### src/rtl/cpu_pkg.sv
// rtl/cpu_pkg.sv - shared CPU constants and the fetch-entry type
package cpu_pkg;

    localparam int          WORD_W  = 32;
    localparam logic [31:0] PC_STEP = 32'd4;
    // Architectural register index that aliases the program counter
    localparam int          PC_IDX  = 15;

    typedef struct packed {
        logic [WORD_W-1:0] pc;
        logic [WORD_W-1:0] word;
    } fetch_entry_t;

endpackage

### src/rtl/fetch_unit_if.sv
// rtl/fetch_unit_if.sv - instruction memory, redirect and decode-side signals of the fetch unit
interface fetch_unit_if
    import cpu_pkg::*;
#(
    parameter int MEM_AW = 6
);

    logic [MEM_AW-1:0] mem_addr;
    logic [WORD_W-1:0] mem_rdata;
    logic              redirect_valid;
    logic [WORD_W-1:0] redirect_pc;
    logic              instr_valid;
    logic              instr_ready;
    logic [WORD_W-1:0] instr;
    logic [WORD_W-1:0] instr_pc;
    logic [WORD_W-1:0] pc;

    modport master (
        output mem_addr,
        input  mem_rdata,
        input  redirect_valid,
        input  redirect_pc,
        output instr_valid,
        input  instr_ready,
        output instr,
        output instr_pc,
        output pc
    );

    modport slave (
        input  mem_addr,
        output mem_rdata,
        output redirect_valid,
        output redirect_pc,
        input  instr_valid,
        output instr_ready,
        input  instr,
        input  instr_pc,
        input  pc
    );

endinterface

### src/rtl/fetch_buffer.sv
// rtl/fetch_buffer.sv - small shift-register FIFO of fetched {pc, word} entries with flush
module fetch_buffer
    import cpu_pkg::*;
#(
    parameter int DEPTH = 2,
    parameter int CW    = $clog2(DEPTH + 1)
) (
    input  logic         clk,
    input  logic         reset,
    input  logic         flush_i,
    input  logic         push_i,
    input  fetch_entry_t push_entry_i,
    input  logic         pop_i,
    output logic [CW-1:0] count_o,
    output fetch_entry_t head_o,
    output logic         head_valid_o
);

    fetch_entry_t    mem_q [DEPTH];
    fetch_entry_t    mem_d [DEPTH];
    logic [CW-1:0]   count_q;
    logic [CW-1:0]   count_d;
    int              wr_idx;

    // Next-state: flush wins; otherwise shift on pop, then write the push into the first free slot
    always_comb begin
        mem_d   = mem_q;
        count_d = count_q;
        wr_idx  = int'(count_q);
        if (flush_i) begin
            count_d = '0;
        end else begin
            if (pop_i) begin
                for (int i = 0; i < DEPTH - 1; i++) begin
                    mem_d[i] = mem_q[i + 1];
                end
                wr_idx = int'(count_q) - 1;
            end
            if (push_i) begin
                for (int i = 0; i < DEPTH; i++) begin
                    if (i == wr_idx) begin
                        mem_d[i] = push_entry_i;
                    end
                end
            end
            count_d = CW'(wr_idx + (push_i ? 1 : 0));
        end
    end

    // Storage and occupancy registers; reset clears the head so instr/instr_pc read zero
    always_ff @(posedge clk) begin
        if (reset) begin
            count_q <= '0;
            for (int i = 0; i < DEPTH; i++) begin
                mem_q[i] <= '0;
            end
        end else begin
            count_q <= count_d;
            mem_q   <= mem_d;
        end
    end

    assign count_o      = count_q;
    assign head_o       = mem_q[0];
    assign head_valid_o = (count_q != '0);

endmodule

### src/rtl/fetch_unit.sv
// rtl/fetch_unit.sv - PC sequencing and prefetch buffer; FETCH_PREFETCH_EN selects a 2-entry buffer
module fetch_unit
    import cpu_pkg::*;
#(
    parameter logic [31:0] RESET_PC = 32'h0000_0000,
    parameter int          MEM_AW   = 6
) (
    input  logic         clk,
    input  logic         reset,
    fetch_unit_if.master bus
);

`ifdef FETCH_PREFETCH_EN
    localparam int DEPTH = 2;
`else
    localparam int DEPTH = 1;
`endif
    localparam int            CW      = $clog2(DEPTH + 1);
    localparam logic [CW-1:0] DEPTH_C = CW'(DEPTH);

    logic [WORD_W-1:0] pc_q;
    logic [WORD_W-1:0] pc_d;
    logic [CW-1:0]     count;
    fetch_entry_t      head;
    fetch_entry_t      push_entry;
    logic              head_valid;
    logic              transfer;
    logic              fetch;

    // Fetch decision and next PC; a redirect suppresses the fetch and realigns the target
    always_comb begin
        transfer   = head_valid && bus.instr_ready;
        fetch      = !bus.redirect_valid && ((count < DEPTH_C) || transfer);
        push_entry = '{pc: pc_q, word: bus.mem_rdata};
        pc_d       = pc_q;
        if (bus.redirect_valid) begin
            pc_d = {bus.redirect_pc[31:2], 2'b00};
        end else if (fetch) begin
            pc_d = pc_q + PC_STEP;
        end
    end

    // Program counter register
    always_ff @(posedge clk) begin
        if (reset) begin
            pc_q <= RESET_PC & ~32'h3;
        end else begin
            pc_q <= pc_d;
        end
    end

    fetch_buffer #(
        .DEPTH (DEPTH),
        .CW    (CW)
    ) u_buffer (
        .clk          (clk),
        .reset        (reset),
        .flush_i      (bus.redirect_valid),
        .push_i       (fetch),
        .push_entry_i (push_entry),
        .pop_i        (transfer),
        .count_o      (count),
        .head_o       (head),
        .head_valid_o (head_valid)
    );

    assign bus.mem_addr    = pc_q[MEM_AW+1:2];
    assign bus.pc          = pc_q;
    assign bus.instr_valid = head_valid;
    assign bus.instr       = head.word;
    assign bus.instr_pc    = head.pc;

endmodule

### src/flat_wrapper.sv
// flat-port wrapper written by rule: the top's interface ports become plain ports
module fetch_unit_flat import cpu_pkg::*;
#(
    parameter logic [31:0] RESET_PC = 32'h0000_0000,
    parameter int          MEM_AW   = 6
)
  (clk, reset, bus_mem_addr, bus_mem_rdata, bus_redirect_valid, bus_redirect_pc, bus_instr_valid, bus_instr_ready, bus_instr, bus_instr_pc, bus_pc);
  fetch_unit_if #(.MEM_AW(MEM_AW)) bus_i ();
  input  logic clk;
  input  logic reset;
  output wire logic [$bits(bus_i.mem_addr)-1:0] bus_mem_addr;
  input wire logic [$bits(bus_i.mem_rdata)-1:0] bus_mem_rdata;
  input wire logic [$bits(bus_i.redirect_valid)-1:0] bus_redirect_valid;
  input wire logic [$bits(bus_i.redirect_pc)-1:0] bus_redirect_pc;
  output wire logic [$bits(bus_i.instr_valid)-1:0] bus_instr_valid;
  input wire logic [$bits(bus_i.instr_ready)-1:0] bus_instr_ready;
  output wire logic [$bits(bus_i.instr)-1:0] bus_instr;
  output wire logic [$bits(bus_i.instr_pc)-1:0] bus_instr_pc;
  output wire logic [$bits(bus_i.pc)-1:0] bus_pc;
  assign bus_mem_addr = bus_i.mem_addr;
  assign bus_i.mem_rdata = bus_mem_rdata;
  assign bus_i.redirect_valid = bus_redirect_valid;
  assign bus_i.redirect_pc = bus_redirect_pc;
  assign bus_instr_valid = bus_i.instr_valid;
  assign bus_i.instr_ready = bus_instr_ready;
  assign bus_instr = bus_i.instr;
  assign bus_instr_pc = bus_i.instr_pc;
  assign bus_pc = bus_i.pc;
  fetch_unit #(.RESET_PC(RESET_PC), .MEM_AW(MEM_AW)) u_core (.clk(clk), .reset(reset), .bus(bus_i));
endmodule
### config.mk
export PLATFORM = sky130hd
export DESIGN_NAME = fetch_unit_flat
export DESIGN_NICKNAME = d
export VERILOG_FILES = /design/src/rtl/cpu_pkg.sv /design/src/rtl/fetch_unit_if.sv /design/src/rtl/fetch_buffer.sv /design/src/rtl/fetch_unit.sv /design/src/flat_wrapper.sv
export SDC_FILE = /design/constraint.sdc
export NUM_CORES = 1
export LEC_CHECK = 0
export CORE_MARGIN = 2
export CORE_UTILIZATION = 44
export CTS_BUF_LIST = sky130_fd_sc_hd__clkbuf_2 sky130_fd_sc_hd__clkbuf_4 sky130_fd_sc_hd__clkbuf_8
export DETAILED_ROUTE_END_ITERATION = 12
export PLACE_DENSITY = 0.83
export SLEW_MARGIN = 20
export SYNTH_ARGS = -nofsm -noshare
export SYNTH_HDL_FRONTEND = slang
export SYNTH_SLANG_ARGS = --single-unit
### constraint.sdc
create_clock -name clk -period 2.23 [get_ports clk]
set_input_delay 0.223 -clock clk [delete_from_list [all_inputs] [get_ports clk]]
set_output_delay 0.223 -clock clk [all_outputs]
set_load 0.02 [all_outputs]
## Word-level counts from Yosys, hierarchy flattened

Index checks and enable logic that the tools add are counted.
Widths: inputs -> output; s select.

- Register bits: 97
- Input port bits: 68
- Output and inout port bits: 103
- Word-level logic and storage cells: 23

- Add/subtract/negate cells: 3
- $lt $le $gt $ge: 1
- Mux-type cells: 5
- Bitwise gates (word level): 1
- Reductions and logical operators: 8

Operator list:

| kind | count |
|---|---|
| $mux 32 | 4 |
| $add 32x3->32 const B | 1 |
| $logic_not 32->1 | 1 |
| $reduce_and 3->1 | 1 |
| $logic_and 1x1->1 | 2 |
| $reduce_bool 2->1 | 1 |
| $reduce_or 2->1 | 1 |
| $sub 1x1->2 const B | 1 |
| $add 1x1->1 | 1 |
| $logic_not 1->1 | 1 |
| $logic_or 1x1->1 | 1 |
| $lt 1x1->1 const B | 1 |
| $mux 1 | 1 |
| $not 1->1 | 1 |

## Longest topological paths before layout

- Depth in word-level cells: 5
- Mapped depth: 6
- Mapped depth without buffers: 5

## Cells and area by module

A second synthesis with hierarchy kept.

- Cells, all modules: 513
- Area, all modules: 4800.9 µm²

Modules (own cells, without submodules):

| module | instances | cells each | area each (µm²) | sequential area each (µm²) |
|---|---|---|---|---|
| fetch_buffer | 1 | 283 | 2969.1 | 1301.2 |
| fetch_unit | 1 | 230 | 1831.8 | 600.6 |

## Least setup slack after synthesis

OpenSTA, ideal clock, no wires.

- Path type: register to register
- From: register u_core.pc_q[4], in the netlist u_core.bus.pc[4]
- To: register u_core.pc_q[29], in the netlist u_core.bus.pc[29]
- Arrival time: 1597 ps
- Setup slack: 499 ps
- Stages on the path, launching flop included: 6
- Path buffers: 0
- Cell sequence: dfxtp_1 -> nand2_1 -> or4_4 -> nor4_4 -> xnor2_1 -> a21oi_1

- Longest elaborated chain between the ends: 3

Ends and longest elaborated chain:

| item | RTL line | RTL |
|---|---|---|
| start: declaration | fetch_unit.sv:21 | `logic [WORD_W-1:0] pc_q;` |
| start signal: assignment | fetch_unit.sv:46 | `pc_q <= RESET_PC & ~32'h3;` |
| start signal: assignment | fetch_unit.sv:48 | `pc_q <= pc_d;` |
| $add 32x3->32 | fetch_unit.sv:39 | `pc_d = pc_q + PC_STEP;` |
| $mux 32 | fetch_unit.sv:38 | `end else if (fetch) begin` |
| $mux 32 | fetch_unit.sv:36 | `if (bus.redirect_valid) begin` |

Every way passes these cells. The select of a mux whose other input is x is not followed.
A chain may end at the register's enable or synchronous reset.

## Worst setup path after layout

- From: register u_core.pc_q[4], in the netlist u_core.bus.pc[4]
- To: register u_core.pc_q[13], in the netlist u_core.bus.pc[13]

The elaborated chain is that of the path after synthesis.

==> results.tsv <==
stage	metric	value	unit
synth	combinational family with the most area after synthesis	simple AND/OR/NAND/NOR gates	
layout	share of cells above drive strength 1	6.636	%
setup_path	critical path required time	2.49	ns
power	internal power	0.002683	W
die	Die Ht	99.08	um
synth	synth top area cells	dfxtp_1 (47%), nand2_1 (14%), a21oi_1 (9.6%)	
cts	H-tree Lvls	3	
synth	Post-synth EDFFs	0	
run	max cap viols	0	
detailed_routing	Iter 0 DRT Violations	162	
global_route	GR Util All Layers	22.90	%
power	Leak Pwr	2.067	nW
global_route	initial antenna violation count	0	
setup_path	CP bufs+invs	0	
synth	simple logic cell fraction of the synthesized area	26.64	%
synth	FFs w/ async S/R, synth	0	%
placement	post-detail-place hpwl	7974	um
synth	Synth Warn #	0	
synth	area leader, netlist	dfxtp_1	
sta	hold slack	0.3682	ns
cts	Sink Count	93	
sta	min cycle time layout	1.902	ns
die	Placement Rows	34	
sta	Layout Skew	0.008191	ns
setup_path	WP data arrival	2.16	ns
synth	synth unique cells	37	
cts	CTS root buf	clkbuf_8	
setup_path	crit-path cells	and2_1, nand3_1, or3_1, a311oi_1	
placement	IO buf count	164	
synth	Synth Register Bits	93	
detailed_routing	Detailed Route WL	11260	um
synth	Seq/Total Area, Yosys	46.81	%
synth	Post-Synth Adder-Cell Area	0.3146	%
power	Tot Pwr	0.003707	W
setup_path	CP Capture Type	register	
die	full die area	9817	sq um
global_route	largest net degree at the start of global routing	95	
sta	final setup vio count	0	
power	sw frac	27.61	%
sta	Max Slew Vio Count	0	
detailed_routing	via/cell ratio	5.253	
synth	post-synth top area share	46.81	%
layout	number of fill cells	729	
power	pwr dens	632.1	nW/um^2
sta	RSZ-0062 raised after global routing	no	
cts	TritonCTS clock tree	built	
synth	Synth Area in XOR/XNOR	5.945	%
detailed_routing	drt wl/cell	14.90	um
run_status	outcome	complete, no violations	
sta	final hold vios	0	
detailed_routing	Final ANT Viol Nets	0	
setup_path	CP Launch Type	register	
power	combinational share of power	19.4	%
setup_path	Crit path max-delay family	simple AND/OR/NAND/NOR gates	
cts	CTS clk-pin slew, worst paths	0.09	ns
cts	cts repair resizes	0	
die	Initial Util	45.39	%
detailed_routing	Vias	3971	
layout	synth-to-layout area growth	47.44	%
die	Die Wd	99.08	um
global_route	remaining global-route overflow	0	
cts	Clock Path Buffers	2	
cts	postcts setup bufs	0	
die	area of the core	8763	sq um
die	Ports	171	
cts	cts-stage hold buffer count	0	
synth	synthesized area	3978	sq um
power	Clk network pwr share	31.1	%
synth	compound-gate portion of the synthesized area	14.00	%
cts	CTS buffer count	9	
synth	number of cells produced by synthesis	498	
sta	TNS Setup	0	ns
cts	Clock Latency Late Sink	0.35	ns
detailed_routing	Pre-antenna DRT Iters	4	
setup_path	CP max stage cell	dfxtp_1	
sta	Fmax achieved	525.8	MHz
setup_path	crit path max fanout	8	
power	sequential power share	49.6	%
global_route	vias in the first global route	3845	
synth	mux contribution to synthesized area	0.2517	%
detailed_routing	drc violations	0	
power	P_sw	0.001024	W
synth	syn avg cell area	7.987	sq um
worst_hold_path	hold crit path type	input pin to register	
setup_path	max incr delay on CP	0.47	ns
power	maximum VDD drop	0.0003497	V
placement	placer congestion estimate	0.8655	
layout	Final Net Count	713	
sta	Tcrit/Tclk final	85.28	%
layout	ant diodes	0	
synth	Primary FF master, synth	dfxtp_1	
global_route	global-route wire length before repair	18360	um
setup_path	Crit Path Class	register to register	
## area by class of cell
type                            count  area, sq um  area share, %
Sequential cell                    93         1862          31.75
Tap cell                          108        135.1          2.304
Inverter                            5        18.77         0.3200
Timing Repair Buffer              174         1749          29.83
Clock buffer                       12        152.6          2.603
Multi-Input combinational cell    361         1901          32.41
Clock inverter                      3        46.29         0.7894
## logic make-up (layout without fill, tap and decap cells)
family	count (synthesis)	after routing
XOR/XNOR	27	27
AND/OR/NAND/NOR	229	229
adder cells (fa/ha/maj)	1	1
multiplexers	1	1
other	1	4
AO/OA/AOI/OAI	99	99
buffers and inverters	47	194
flip-flops	93	93
## layer usage
metal	track usage, %	part of all wire, %
met5	0	0
met1	29.18	42
met4	7.060	2.0
met3	6.312	7.0
met2	37.84	49
## cell usage after synthesis (3+ instances only)
cell type	instances
nand4_1	6
and2_1	5
a21oi_1	76
nor4_1	9
a211oi_1	13
nand3_1	8
xnor2_1	25
nand2_1	153
nor3_1	6
nor4_2	3
dfxtp_1	93
nand2_2	3
nor2_1	22
o21bai_1	4
clkbuf_1	28
buf_4	12
inv_1	5
## worst register-to-register path: stages (launching register included)
cell and delay (ns):
dfxtp_1 0.47, and2_1 0.38, nand3_1 0.31, or3_1 0.39, a311oi_1 0.26
## layout by cell type (no fill, tap or decap), drive strengths merged, types with 5 or more instances in the layout
| cell type | Yosys | final |
|---|---|---|
| clkdlybuf4s50 | 0 | 163 |
| nand2 | 156 | 156 |
| dfxtp | 93 | 93 |
| a21oi | 76 | 76 |
| xnor2 | 25 | 25 |
| nor2 | 22 | 22 |
| a211oi | 14 | 14 |
| nor4 | 13 | 13 |
| clkbuf | 28 | 12 |
| buf | 14 | 11 |
| nand3 | 9 | 9 |
| nand4 | 7 | 7 |
| nor3 | 6 | 6 |
| inv | 5 | 5 |
| and2 | 5 | 5 |
## registers in the layout, indices dropped and copies added (netlist names)
| signal | cells |
|---|---|
| u_core.bus.pc | 30 |
| u_core.u_buffer.head_o | 62 |
| u_core.u_buffer.count_o | 1 |
## worst paths after layout
path,slack [ns],endpoint,from,depth (start not counted)
min reg2reg,0.46,u_core.u_buffer.head_o[58],u_core.u_buffer.head_o[58],2
max,0.33,u_core.bus.pc[13],u_core.bus.pc[4],4
min,0.37,u_core.u_buffer.count_o,reset,3
max reg2reg,0.33,u_core.bus.pc[13],u_core.bus.pc[4],4
## power by group through the flow
stage          Sequential [W]  Clock (W)  Combinational (W)
2_1_floorplan         0.00197          0           0.000243
3_3_place_gp          0.00187          0           0.000707
3_5_place_dp          0.00188          0           0.000718
4_1_cts               0.00184    0.00117           0.000723
5_1_grt               0.00185    0.00125           0.000771
6_report              0.00184    0.00115           0.000718
## stage by stage
step | cell area, sq um | worst slack (ns) | util [%] | instances
floorplan | 3989 | 0.4994 | - | 501
global placement | 5665 | 0.2619 | 64.65 | 741
detailed placement | 5665 | 0.2143 | 64.65 | 741
CTS | 5864 | 0.3217 | 66.92 | 756
global route | 5864 | 0.1146 | 66.92 | 756
finish | 5864 | 0.3282 | 66.92 | 756
Power figures use the tool's default switching activity.
